`src/rtl/dfi_cmd_sched.sv`:
```
// DFI command scheduler: arbitrates per-bank ACT/RD/WR/PRE requests and a refresh
// request into one DFI command per cycle, enforcing tRRD/tCCD/tWTR/tRTW spacing.
module dfi_cmd_sched #(
  parameter int NUM_BANKS  = 8,
  parameter int BA_WIDTH   = 3,
  parameter int ADDR_WIDTH = 14,
  parameter int CS_WIDTH   = 1,
  parameter int T_WIDTH    = 4,
  parameter int ODT_CYCLES = 4
) (
  input  logic                          clk,
  input  logic                          rst,
  input  logic [NUM_BANKS-1:0]          act_req,
  input  logic [NUM_BANKS-1:0]          rd_req,
  input  logic [NUM_BANKS-1:0]          wr_req,
  input  logic [NUM_BANKS-1:0]          pre_req,
  input  logic                          ref_req,
  input  logic [NUM_BANKS*ADDR_WIDTH-1:0] bk_addr,
  output logic [NUM_BANKS-1:0]          act_gnt,
  output logic [NUM_BANKS-1:0]          rd_gnt,
  output logic [NUM_BANKS-1:0]          wr_gnt,
  output logic [NUM_BANKS-1:0]          pre_gnt,
  output logic                          ref_gnt,
  input  logic [T_WIDTH-1:0]            t_rrd,
  input  logic [T_WIDTH-1:0]            t_ccd,
  input  logic [T_WIDTH-1:0]            t_wtr,
  input  logic [T_WIDTH-1:0]            t_rtw,
  output logic                          dfi_cke,
  output logic [CS_WIDTH-1:0]           dfi_cs_n,
  output logic                          dfi_ras_n,
  output logic                          dfi_cas_n,
  output logic                          dfi_we_n,
  output logic [BA_WIDTH-1:0]           dfi_ba,
  output logic [ADDR_WIDTH-1:0]         dfi_addr,
  output logic                          dfi_odt
);

  localparam int PTR_W    = (NUM_BANKS > 1) ? $clog2(NUM_BANKS) : 1;
  localparam int ODT_W    = (ODT_CYCLES > 1) ? $clog2(ODT_CYCLES + 1) : 1;
  localparam int ODT_LOAD = (ODT_CYCLES > 0) ? ODT_CYCLES - 1 : 0;
  localparam bit ODT_ON   = (ODT_CYCLES > 0);

  typedef enum logic [2:0] {
    CMD_NOP, CMD_ACT, CMD_RD, CMD_WR, CMD_PRE, CMD_REF
  } cmd_e;

  // Round-robin search: result MSB is "found", low bits the first eligible bank
  // at or above ptr, wrapping modulo NUM_BANKS.
  function automatic logic [PTR_W:0] rr_pick(input logic [NUM_BANKS-1:0] elig,
                                             input logic [PTR_W-1:0]     ptr);
    logic [PTR_W:0] res;
    int             idx;
    res = '0;
    for (int k = NUM_BANKS - 1; k >= 0; k--) begin
      idx = (int'(ptr) + k) % NUM_BANKS;
      if (elig[idx]) res = {1'b1, PTR_W'(idx)};
    end
    return res;
  endfunction

  function automatic logic [PTR_W-1:0] ptr_inc(input logic [PTR_W-1:0] p);
    return PTR_W'((int'(p) + 1) % NUM_BANKS);
  endfunction

  // A spacing of 0 behaves like 1: the next command may follow immediately.
  function automatic logic [T_WIDTH-1:0] t_load(input logic [T_WIDTH-1:0] t);
    return (t == '0) ? '0 : t - 1'b1;
  endfunction

  function automatic logic [T_WIDTH-1:0] sat_dec(input logic [T_WIDTH-1:0] c);
    return (c == '0) ? '0 : c - 1'b1;
  endfunction

  function automatic logic [2:0] cmd_bits(input cmd_e c);
    case (c)
      CMD_ACT: return 3'b011;
      CMD_RD:  return 3'b101;
      CMD_WR:  return 3'b100;
      CMD_PRE: return 3'b010;
      CMD_REF: return 3'b001;
      default: return 3'b111;
    endcase
  endfunction

  logic [T_WIDTH-1:0]    rrd_cnt_q, ccd_cnt_q, wtr_cnt_q, rtw_cnt_q;
  logic [T_WIDTH-1:0]    rrd_cnt_d, ccd_cnt_d, wtr_cnt_d, rtw_cnt_d;
  logic [PTR_W-1:0]      cas_ptr_q, act_ptr_q, pre_ptr_q;
  logic [ODT_W-1:0]      odt_cnt_q;
  logic                  odt_q, cke_q;
  logic [CS_WIDTH-1:0]   cs_n_q;
  logic [2:0]            cmd_q;
  logic [BA_WIDTH-1:0]   ba_q;
  logic [ADDR_WIDTH-1:0] addr_q;

  logic                  rd_ok, wr_ok, act_ok, cnt_idle;
  logic [NUM_BANKS-1:0]  cas_elig, act_elig;
  logic [PTR_W:0]        cas_pick, act_pick, pre_pick;
  cmd_e                  cmd;
  logic [PTR_W-1:0]      win;
  logic [BA_WIDTH-1:0]   win_ba;
  logic [ADDR_WIDTH-1:0] win_addr;

  assign rd_ok    = (ccd_cnt_q == '0) && (wtr_cnt_q == '0);
  assign wr_ok    = (ccd_cnt_q == '0) && (rtw_cnt_q == '0);
  assign act_ok   = (rrd_cnt_q == '0);
  assign cnt_idle = act_ok && rd_ok && (rtw_cnt_q == '0);

  assign cas_elig = (rd_req & {NUM_BANKS{rd_ok}}) | (wr_req & {NUM_BANKS{wr_ok}});
  assign act_elig = act_req & {NUM_BANKS{act_ok}};
  assign cas_pick = rr_pick(cas_elig, cas_ptr_q);
  assign act_pick = rr_pick(act_elig, act_ptr_q);
  assign pre_pick = rr_pick(pre_req, pre_ptr_q);

  // NOTE: every output of this block gets a default first, so no path leaves a
  // grant unassigned and no latch is inferred.
  always_comb begin
    cmd     = CMD_NOP;
    win     = '0;
    act_gnt = '0;
    rd_gnt  = '0;
    wr_gnt  = '0;
    pre_gnt = '0;
    ref_gnt = 1'b0;
    if (!rst) begin
      if (ref_req && cnt_idle) begin
        cmd     = CMD_REF;
        ref_gnt = 1'b1;
      end else if (cas_pick[PTR_W]) begin
        win = cas_pick[PTR_W-1:0];
        if (rd_req[win] && rd_ok) begin
          cmd         = CMD_RD;
          rd_gnt[win] = 1'b1;
        end else begin
          cmd         = CMD_WR;
          wr_gnt[win] = 1'b1;
        end
      end else if (act_pick[PTR_W]) begin
        win          = act_pick[PTR_W-1:0];
        cmd          = CMD_ACT;
        act_gnt[win] = 1'b1;
      end else if (pre_pick[PTR_W]) begin
        win          = pre_pick[PTR_W-1:0];
        cmd          = CMD_PRE;
        pre_gnt[win] = 1'b1;
      end
    end
  end

  assign win_ba   = BA_WIDTH'(win);
  assign win_addr = bk_addr[int'(win)*ADDR_WIDTH +: ADDR_WIDTH];

  // A reload on the issuing command takes precedence over the decrement.
  assign rrd_cnt_d = (cmd == CMD_ACT) ? t_load(t_rrd) : sat_dec(rrd_cnt_q);
  assign ccd_cnt_d = (cmd == CMD_RD || cmd == CMD_WR) ? t_load(t_ccd) : sat_dec(ccd_cnt_q);
  assign wtr_cnt_d = (cmd == CMD_WR) ? t_load(t_wtr) : sat_dec(wtr_cnt_q);
  assign rtw_cnt_d = (cmd == CMD_RD) ? t_load(t_rtw) : sat_dec(rtw_cnt_q);

  // NOTE: sequential state uses non-blocking assignments only, so every register
  // samples pre-edge values regardless of statement order.
  always_ff @(posedge clk) begin
    if (rst) begin
      cke_q     <= 1'b0;
      cs_n_q    <= '1;
      cmd_q     <= 3'b111;
      ba_q      <= '0;
      addr_q    <= '0;
      odt_q     <= 1'b0;
      odt_cnt_q <= '0;
      rrd_cnt_q <= '0;
      ccd_cnt_q <= '0;
      wtr_cnt_q <= '0;
      rtw_cnt_q <= '0;
      cas_ptr_q <= '0;
      act_ptr_q <= '0;
      pre_ptr_q <= '0;
    end else begin
      cke_q     <= 1'b1;
      cs_n_q    <= (cmd == CMD_NOP) ? '1 : '0;
      cmd_q     <= cmd_bits(cmd);
      rrd_cnt_q <= rrd_cnt_d;
      ccd_cnt_q <= ccd_cnt_d;
      wtr_cnt_q <= wtr_cnt_d;
      rtw_cnt_q <= rtw_cnt_d;

      case (cmd)
        CMD_ACT: begin
          ba_q      <= win_ba;
          addr_q    <= win_addr;
          act_ptr_q <= ptr_inc(win);
        end
        CMD_RD, CMD_WR: begin
          ba_q      <= win_ba;
          addr_q    <= win_addr;
          cas_ptr_q <= ptr_inc(win);
        end
        CMD_PRE: begin
          ba_q      <= win_ba;
          addr_q    <= '0;
          pre_ptr_q <= ptr_inc(win);
        end
        CMD_REF: begin
          ba_q   <= '0;
          addr_q <= '0;
        end
        default: ;
      endcase

      // ODT rises with the WR on the bus and any later WR restarts the window.
      if (cmd == CMD_WR) begin
        odt_q     <= ODT_ON;
        odt_cnt_q <= ODT_W'(ODT_LOAD);
      end else if (odt_cnt_q != '0) begin
        odt_q     <= 1'b1;
        odt_cnt_q <= odt_cnt_q - 1'b1;
      end else begin
        odt_q <= 1'b0;
      end
    end
  end

  assign dfi_cke   = cke_q;
  assign dfi_cs_n  = cs_n_q;
  assign dfi_ras_n = cmd_q[2];
  assign dfi_cas_n = cmd_q[1];
  assign dfi_we_n  = cmd_q[0];
  assign dfi_ba    = ba_q;
  assign dfi_addr  = addr_q;
  assign dfi_odt   = odt_q;

endmodule

```
`config.mk`:
```
export PLATFORM = sky130hd
export DESIGN_NAME = dfi_cmd_sched
export DESIGN_NICKNAME = d
export VERILOG_FILES = /design/src/rtl/dfi_cmd_sched.sv
export SDC_FILE = /design/constraint.sdc
export NUM_CORES = 1
export LEC_CHECK = 0
export BUFFER_PORTS_ARGS = -buffer_cell sky130_fd_sc_hd__buf_2
export CORE_ASPECT_RATIO = 0.7
export CORE_MARGIN = 1
export CORE_UTILIZATION = 25
export DETAILED_ROUTE_END_ITERATION = 10
export PLACE_DENSITY = 0.46
export SKIP_CTS_REPAIR_TIMING = 1
export SLEW_MARGIN = 20
export SYNTH_ARGS = -nofsm -noshare
export SYNTH_HDL_FRONTEND = slang
export SYNTH_SLANG_ARGS = --single-unit
```
`constraint.sdc`:
```
create_clock -name clk -period 7.2 [get_ports clk]
set_clock_uncertainty 0.2 [all_clocks]
set_input_delay 1.08 -clock clk [delete_from_list [all_inputs] [get_ports clk]]
set_output_delay 1.08 -clock clk [all_outputs]
set_load 0.1 [all_outputs]
```
* Word level (Yosys, flattened, before mapping)
Index checks and enable logic that the tools add are counted.
** Storage, ports and cells
- Register bits :: 51
- Output and inout port bits :: 56
** Cells by class
- Add/sub/neg operators :: 31
- Multiply operators :: 1
- Magnitude comparators :: 30
- Equality and inequality tests :: 5
- Shift-type cells :: 1
- Muxes and demuxes :: 152
- Bitwise operators :: 25
- Reductions and logical operators :: 49
** Operator list (count)
- 4-bit two-way mux :: 36
- 8-bit two-way mux :: 17
- 112-bit by 8-bit variable part select with 14-bit output :: 1
- 4-bit by 5-bit less-than comparator with 1-bit output (second input constant) :: 21
- 1-bit binary-select mux with 3-bit select :: 25
- 3-bit OR reduction :: 22
- 1-bit two-way mux :: 56
- 3-bit adder (second input constant) :: 12
- 4-bit zero test :: 8
- 4-bit by 1-bit subtractor with 4-bit output (second input constant) :: 8
- 3-bit two-way mux :: 10
- 14-bit case mux with 2 select lines :: 1
- 8-bit bitwise AND :: 3
- 3-bit by 4-bit less-than comparator with 1-bit output (second input constant) :: 6
- 1-bit bitwise AND (first input constant) :: 21
- 3-bit by 2-bit adder with 3-bit output (second input constant) :: 6
- 3-bit case mux with 5 select lines :: 1
- 3-bit by 1-bit adder with 3-bit output (second input constant) :: 4
- 1-bit demux with 3-bit select :: 3
- 3-bit by 1-bit greater-or-equal comparator with 1-bit output (second input constant) :: 3
- 1-bit logical AND :: 9
- 8-bit OR :: 1
- 3-bit by 2-bit == test with 1-bit output (second input constant) :: 2
- 3-bit == test (second input constant) :: 2
- 11 further kinds :: 16

* Longest topological paths before layout
- Word-level depth :: 25
- Gate-level depth with buffers :: 21
- Depth with buffers taken out :: 16

* Worst setup path after synthesis
Ideal clock, no wire load.
- Path kind :: register to output
- From :: reg cas_ptr_q[0]
- To :: out rd_gnt[7]
- Arrival :: 6.353 ns
- Required time :: 5.920 ns
- Slack :: -0.433 ns
- Cell stages (with the launch flop) :: 18
- Path buffers :: 5
- Path through :: dfxtp_1 > clkbuf_1 > inv_1 > clkbuf_1 > ha_1 > clkbuf_1 > clkbuf_1 > mux2i_1 > nor3_1 > a221oi_1 > o21ai_1 > o311ai_4 > buf_6 > mux2i_1 > a211oi_2 > o21a_2 > nand2_4 > nor4_1
** On the way
- Cells in the longest elaborated chain, start to end :: 20
** RTL lines
- start: declaration :: line 87 : logic [PTR_W-1:0] cas_ptr_q, act_ptr_q, pre_ptr_q;
- start signal: assignment :: line 194 : cas_ptr_q <= ptr_inc(win);
- 3-bit adder :: line 55 : idx = (int'(ptr) + k) % NUM_BANKS;
- 1-bit binary-select mux with 3-bit select :: line 56 : if (elig[idx]) res = {1'b1, PTR_W'(idx)};
- 1-bit two-way mux (implied by the code) (2 in a row) :: line 56
- 4-bit two-way mux (7 in a row) :: line 56
- 4-bit two-way mux (*) :: line 56
- 3-bit by 4-bit less-than comparator with 1-bit output (implied by the code) or 3-bit by 1-bit greater-or-equal comparator with 1-bit output (tied branches) :: line 132 : rd_gnt[win] = 1'b1;
- 1-bit logical AND (implied by the code) :: line 132
- 1-bit two-way mux (implied by the code) :: line 132
- 1-bit demux with 3-bit select :: line 132
- 8-bit two-way mux :: line 130 : if (rd_req[win] && rd_ok) begin
- 8-bit two-way mux (*) :: line 128 : end else if (cas_pick[PTR_W]) begin
- 8-bit two-way mux (*) :: line 125 : if (ref_req && cnt_idle) begin
- 8-bit two-way mux (*) :: line 124 : if (!rst) begin
- end: declaration :: line 20 : output logic [NUM_BANKS-1:0] rd_gnt,
Mark *: on every way between the ends. The rest lies on a longest branch, timed or not. The select of a mux whose other input is x is not followed.

* Final worst setup path
- From :: reg wtr_cnt_q[0]
- To :: out wr_gnt[5]
** On the way
- Cells in the longest elaborated chain, start to end :: 23
** RTL lines
- start: declaration :: line 85 : logic [T_WIDTH-1:0] rrd_cnt_q, ccd_cnt_q, wtr_cnt_q, rtw_cnt_q;
- start signal: assignment :: line 182 : wtr_cnt_q <= wtr_cnt_d;
- 4-bit zero test (*) :: line 103 : assign rd_ok = (ccd_cnt_q == '0) && (wtr_cnt_q == '0);
- 1-bit logical AND (*) :: line 103
- 8-bit bitwise AND :: line 108 : assign cas_elig = (rd_req & {NUM_BANKS{rd_ok}}) | (wr_req & {NUM_BANKS{wr_ok}});
- 8-bit OR :: line 108
- 1-bit binary-select mux with 3-bit select :: line 56
- 1-bit two-way mux (implied by the code) (2 in a row) :: line 56
- 4-bit two-way mux (8 in a row) :: line 56
- 3-bit by 4-bit less-than comparator with 1-bit output (implied by the code) or 3-bit by 1-bit greater-or-equal comparator with 1-bit output (tied branches) :: line 135 : wr_gnt[win] = 1'b1;
- 1-bit logical AND (implied by the code) :: line 135
- 1-bit two-way mux (implied by the code) :: line 135
- 1-bit demux with 3-bit select :: line 135
- 8-bit two-way mux :: line 130
- 8-bit two-way mux :: line 128
- 8-bit two-way mux (*) :: line 125
- 8-bit two-way mux (*) :: line 124
- end: declaration :: line 21 : output logic [NUM_BANKS-1:0] wr_gnt,
Marks and branches as above.

==> results.md <==
STA:
- Measured against its own limit, the worst slew margin works out to a little over a third.
- Of the available clock period, the critical path in the final layout requires approximately nine tenths.
- The actual transition at the worst max-transition pin is between 0.9 and 1 ns.
- In the final timing run, aggregate negative setup slack is 0 ns.
- The final critical-path required period is 6.429 ns.
- The number of pins exceeding their max-slew limit in the final report is 0.
- Timing would allow up to 155.5 MHz.
- The count of final hold-check violations is 0.
- The count of final setup violators is 0.
- Setup repair after global routing left no endpoint under its margin.

Pwr:
- Sequential cells burn under 10% of the power.
- Net switching is about three fifths of the power.
- VDD sags by at most 0.2361 mV.
- The clock network fraction of total power is under 10%.
- Summed over all cells, the static leakage comes to between 3 and 4 nW.
- Cell internal power was estimated by the tool at ~2.2 mW.
- In this run the power spent charging and discharging nets is between 3 and 4 mW.
- Dividing total power by cell area gives a power density of roughly 600 mW/mm^2.
- The share of total power dissipated in combinational logic is 85.0%.

Global route:
- After global routing the overflow that remains totals 0.
- Global routing consumed, over all layers together, 19.20% of the routing resources.
- The initial antenna violation count is 2.
- The number of global-route vias before repair is 6881.
- The first global-routing pass estimated ~40 mm of wire.
- The maximum number of pins on one net before global-route repair is 32.

Layout:
- The net total in the final layout is about 1200.
- The fraction of final layout cells with drive strength greater than 1 is a little under a third.
- The post-layout instance area is 0.008473 sq mm.
- The number of antenna cells inserted is 0.
- From synthesis to final layout, the design area changed by 28.45%.

Floorplan:
- The area of the core is 0.02581 sq mm.
- Measured along the x axis, the die boundary spans around 200 um.
- In this run the core area contains approximately 50 standard-cell rows.
- The vertical die dimension is about 140 um.
- 219 I/O pins were placed.
- For this configuration, the core starts out at a cell density of between 20 and 30%.
- The overall die area is between 0.02 and 0.03 sq mm.

Outcome:
- The run finished with clean final reports.

Yosys:
- The synthesized design spends more area on one cell type than any other, namely sky130_fd_sc_hd__dfxtp_1.
- The cell count after synthesis came out at roughly 820.
- For this run, the register share of the synthesized area comes to 15.48%.
- Yosys attributes the largest share of cell area to sky130_fd_sc_hd__dfxtp_1, sky130_fd_sc_hd__mux2i_1, sky130_fd_sc_hd__mux4_2.
- In the synthesized netlist the dominant register cell turns out to be sky130_fd_sc_hd__dfxtp_1.
- After synthesis the cells add up to roughly 0.0066 sq mm.
- After synthesis, the most frequently instantiated cells are sky130_fd_sc_hd__mux2i_1, sky130_fd_sc_hd__nor2_1, sky130_fd_sc_hd__nand2_1.
- The number of enable-type register cells in the synthesized netlist is 0.
- For this run, the number of Yosys warnings is 0.
- The share of synthesized area in the top cell type comes to between 10% and 20%.
- Synthesis inferred 51 register bits.
- The most instantiated library cell after synthesis is sky130_fd_sc_hd__mux2i_1.
- A synthesized cell averages 8.084 sq um.
- The number of library cell types mapped by synthesis is 87.
- Counting flops with an async set or reset pin after synthesis yields a share of 0%.
- The number of nets in the synthesized netlist is about 1000.

Clock tree:
- CTS built an H-tree with a depth of 2.
- The number of sinks driven by the clock tree is 51.
- TritonCTS built the clock tree.
- The clock latency reported for the late side of the worst-skew pair is about 0.32 ns.
- After clock tree synthesis, the clock-pin slew on the worst setup and hold paths is about 0.070 ns.
- The maximum buffer depth of the clock tree is 2.
- The number of clock buffers inserted by TritonCTS is 5.
- Clock tree synthesis selected as its root buffer the cell sky130_fd_sc_hd__clkbuf_16.

Detailed routing:
- Using the TritonRoute via totals, the vias-per-cell ratio works out to 5.400.
- The first-pass iteration count of the detailed router is 5.
- The routed length per placed instance is around 19 um.
- The number of remaining DRC errors is 0.
- The first routing iteration left 521 violations.
- Detailed routing inserted a total of about 7400 vias.
- Wires add up to between 20 and 30 mm.
- The count of nets left with antenna violations once routing finished came out at 0.

Placed design:
- The final weighted congestion of routability-driven global placement is roughly 1.0.
- The placed wire-length estimate after detailed placement is between 20 and 25 mm.
- Port buffering added ~220 buffers.
- The placed instances occupy a cell area of slightly above 0.008 sq mm.

Min path:
- The class of the worst hold path is reg2reg.

Worst setup path:
- Walking the worst path, the cells encountered are nor4_4 -> buf_4 -> a22oi_2 -> o22a_1 -> mux2_2 -> mux2i_1 -> a211o_1 -> nand4_1 -> a221oi_1 -> a211oi_2 -> o21ai_2 -> nand2_2 -> nor3_1 -> buf_12.
- Along the worst path, the maximum fanout reaches 14.
- The standard cell with the maximum stage delay on the critical path is sky130_fd_sc_hd__nor4_4.
- The worst setup path is captured at a primary output.
- The endpoint required time on the critical path is 5.92 ns.
- The worst setup path is launched from a register.
- The critical setup path kind is reg2out.
- The longest individual stage delay on the worst path is 0.59 ns.
- The data arrival time at the worst-slack endpoint is approximately 5 ns.

Job:
- The tool flagged a number of max-cap violations equal to 0.
[power groups by stage]
stage	logic [mW]	clock network [mW]	registers, mW
finish	4.43	0.329	0.455
global route	4.76	0.349	0.466
detailed placement	4.40	0	0.459
global placement	4.44	0	0.459
CTS	4.42	0.344	0.454
floorplan	3.02	0	0.710
[area by class of cell]
cell class / count / area [sq um]
flip-flops and latches: 51 / 1021
clock buffers: 6 / 128.9
clock inverters: 2 / 60.06
fillers: 2778 / 17340
multi-input cells: 685 / 5244
well taps: 357 / 446.7
repair buffers: 245 / 1486
inverters: 23 / 86.33
[registers in the layout, indices dropped and copies added, names as in the netlist]
signal and count:
dfi_cke 1, cas_ptr_q 3, wtr_cnt_q 4, dfi_ba 3
rtw_cnt_q 4, dfi_cs_n 1, dfi_addr 14, ccd_cnt_q 4
pre_ptr_q 3, rrd_cnt_q 4, act_ptr_q 3, cmd_q 3
odt_cnt_q 3, dfi_odt 1
[critical path, delay by kind of cell (launching register included)]
family,cells,cell delay (ns)
flops,1,0.38
mux,2,0.71
buf+inv,2,0.51
compound gates,6,1.49
simple gates,4,1.73
[stage by stage]
| stage | power [mW] | instances | util, % | setup WS [ns] | hold slack [ns] |
|---|---|---|---|---|---|
| 3_5_place_dp | 4.864 | 1361 | 32.10 | 0.9873 | 0.2352 |
| 4_1_cts | 5.213 | 1369 | 32.83 | 0.7544 | 0.2472 |
| 5_1_grt | 5.571 | 1369 | 32.83 | 0.4021 | 0.2637 |
| 6_report | 5.217 | 1369 | 32.83 | 0.7711 | 0.2429 |
| 2_1_floorplan | 3.729 | 816 | - | 0.07460 | 0.2748 |
| 3_3_place_gp | 4.901 | 1361 | 32.10 | 1.066 | 0.2312 |
[worst paths after layout]
kind                        startpoint  slack [ns]                   endpoint  cells past startpoint
max            wtr_cnt_q[0]$_SDFF_PP0_        0.77                  wr_gnt[5]                     14
min             dfi_ba[0]$_SDFFE_PP0P_        0.24     dfi_ba[0]$_SDFFE_PP0P_                      2
max reg2reg  pre_ptr_q[0]$_SDFFE_PP0N_        1.91  pre_ptr_q[2]$_SDFFE_PP0N_                     14
min reg2reg     dfi_ba[0]$_SDFFE_PP0P_        0.24     dfi_ba[0]$_SDFFE_PP0P_                      2
[routing by layer]
| layer | track usage [%] | vias to the layer above | part of all wire (%) | wire length [um] |
|---|---|---|---|---|
| li1 | - | 3567 | - | - |
| met1 | 27.19 | 3413 | 47 | 12240 |
| met2 | 29.91 | 377 | 43 | 11390 |
| met3 | 3.867 | 31 | 8.4 | 2201 |
| met4 | 4.253 | 4 | 1.7 | 438 |
| met5 | 0 | - | 0.10 | 27 |
[placed cells by master (no fill, tap or decap), drive strengths merged, types with 8 or more instances in the layout]
master,netlist,final
dfxtp,51,51
mux2,11,11
nor3b,8,8
or3,9,9
nor2,78,78
a221oi,12,12
o21ai,34,34
buf,26,245
a22oi,22,22
a211oi,20,20
nor2b,12,12
o31ai,8,8
xor2,10,10
mux4,27,27
a22o,9,9
mux2i,93,93
ha,9,9
nor3,33,33
a21oi,41,41
o22a,14,14
o22ai,9,9
inv,20,20
nand2,66,66
nand3,18,18
nor4,12,12
[logic make-up (layout without fill, tap and decap cells)]
logic type | after synthesis | in the layout | synth area share [%]
xor+xnor | 16 | 16 | 2.124
simple gates | 282 | 282 | 21.95
compound gates | 247 | 247 | 28.13
fa+ha+maj | 9 | 9 | 1.707
buf+inv | 80 | 276 | 5.349
mux | 131 | 131 | 25.27
flops | 51 | 51 | 15.48
Note: power is estimated with default switching activity, not from simulation.
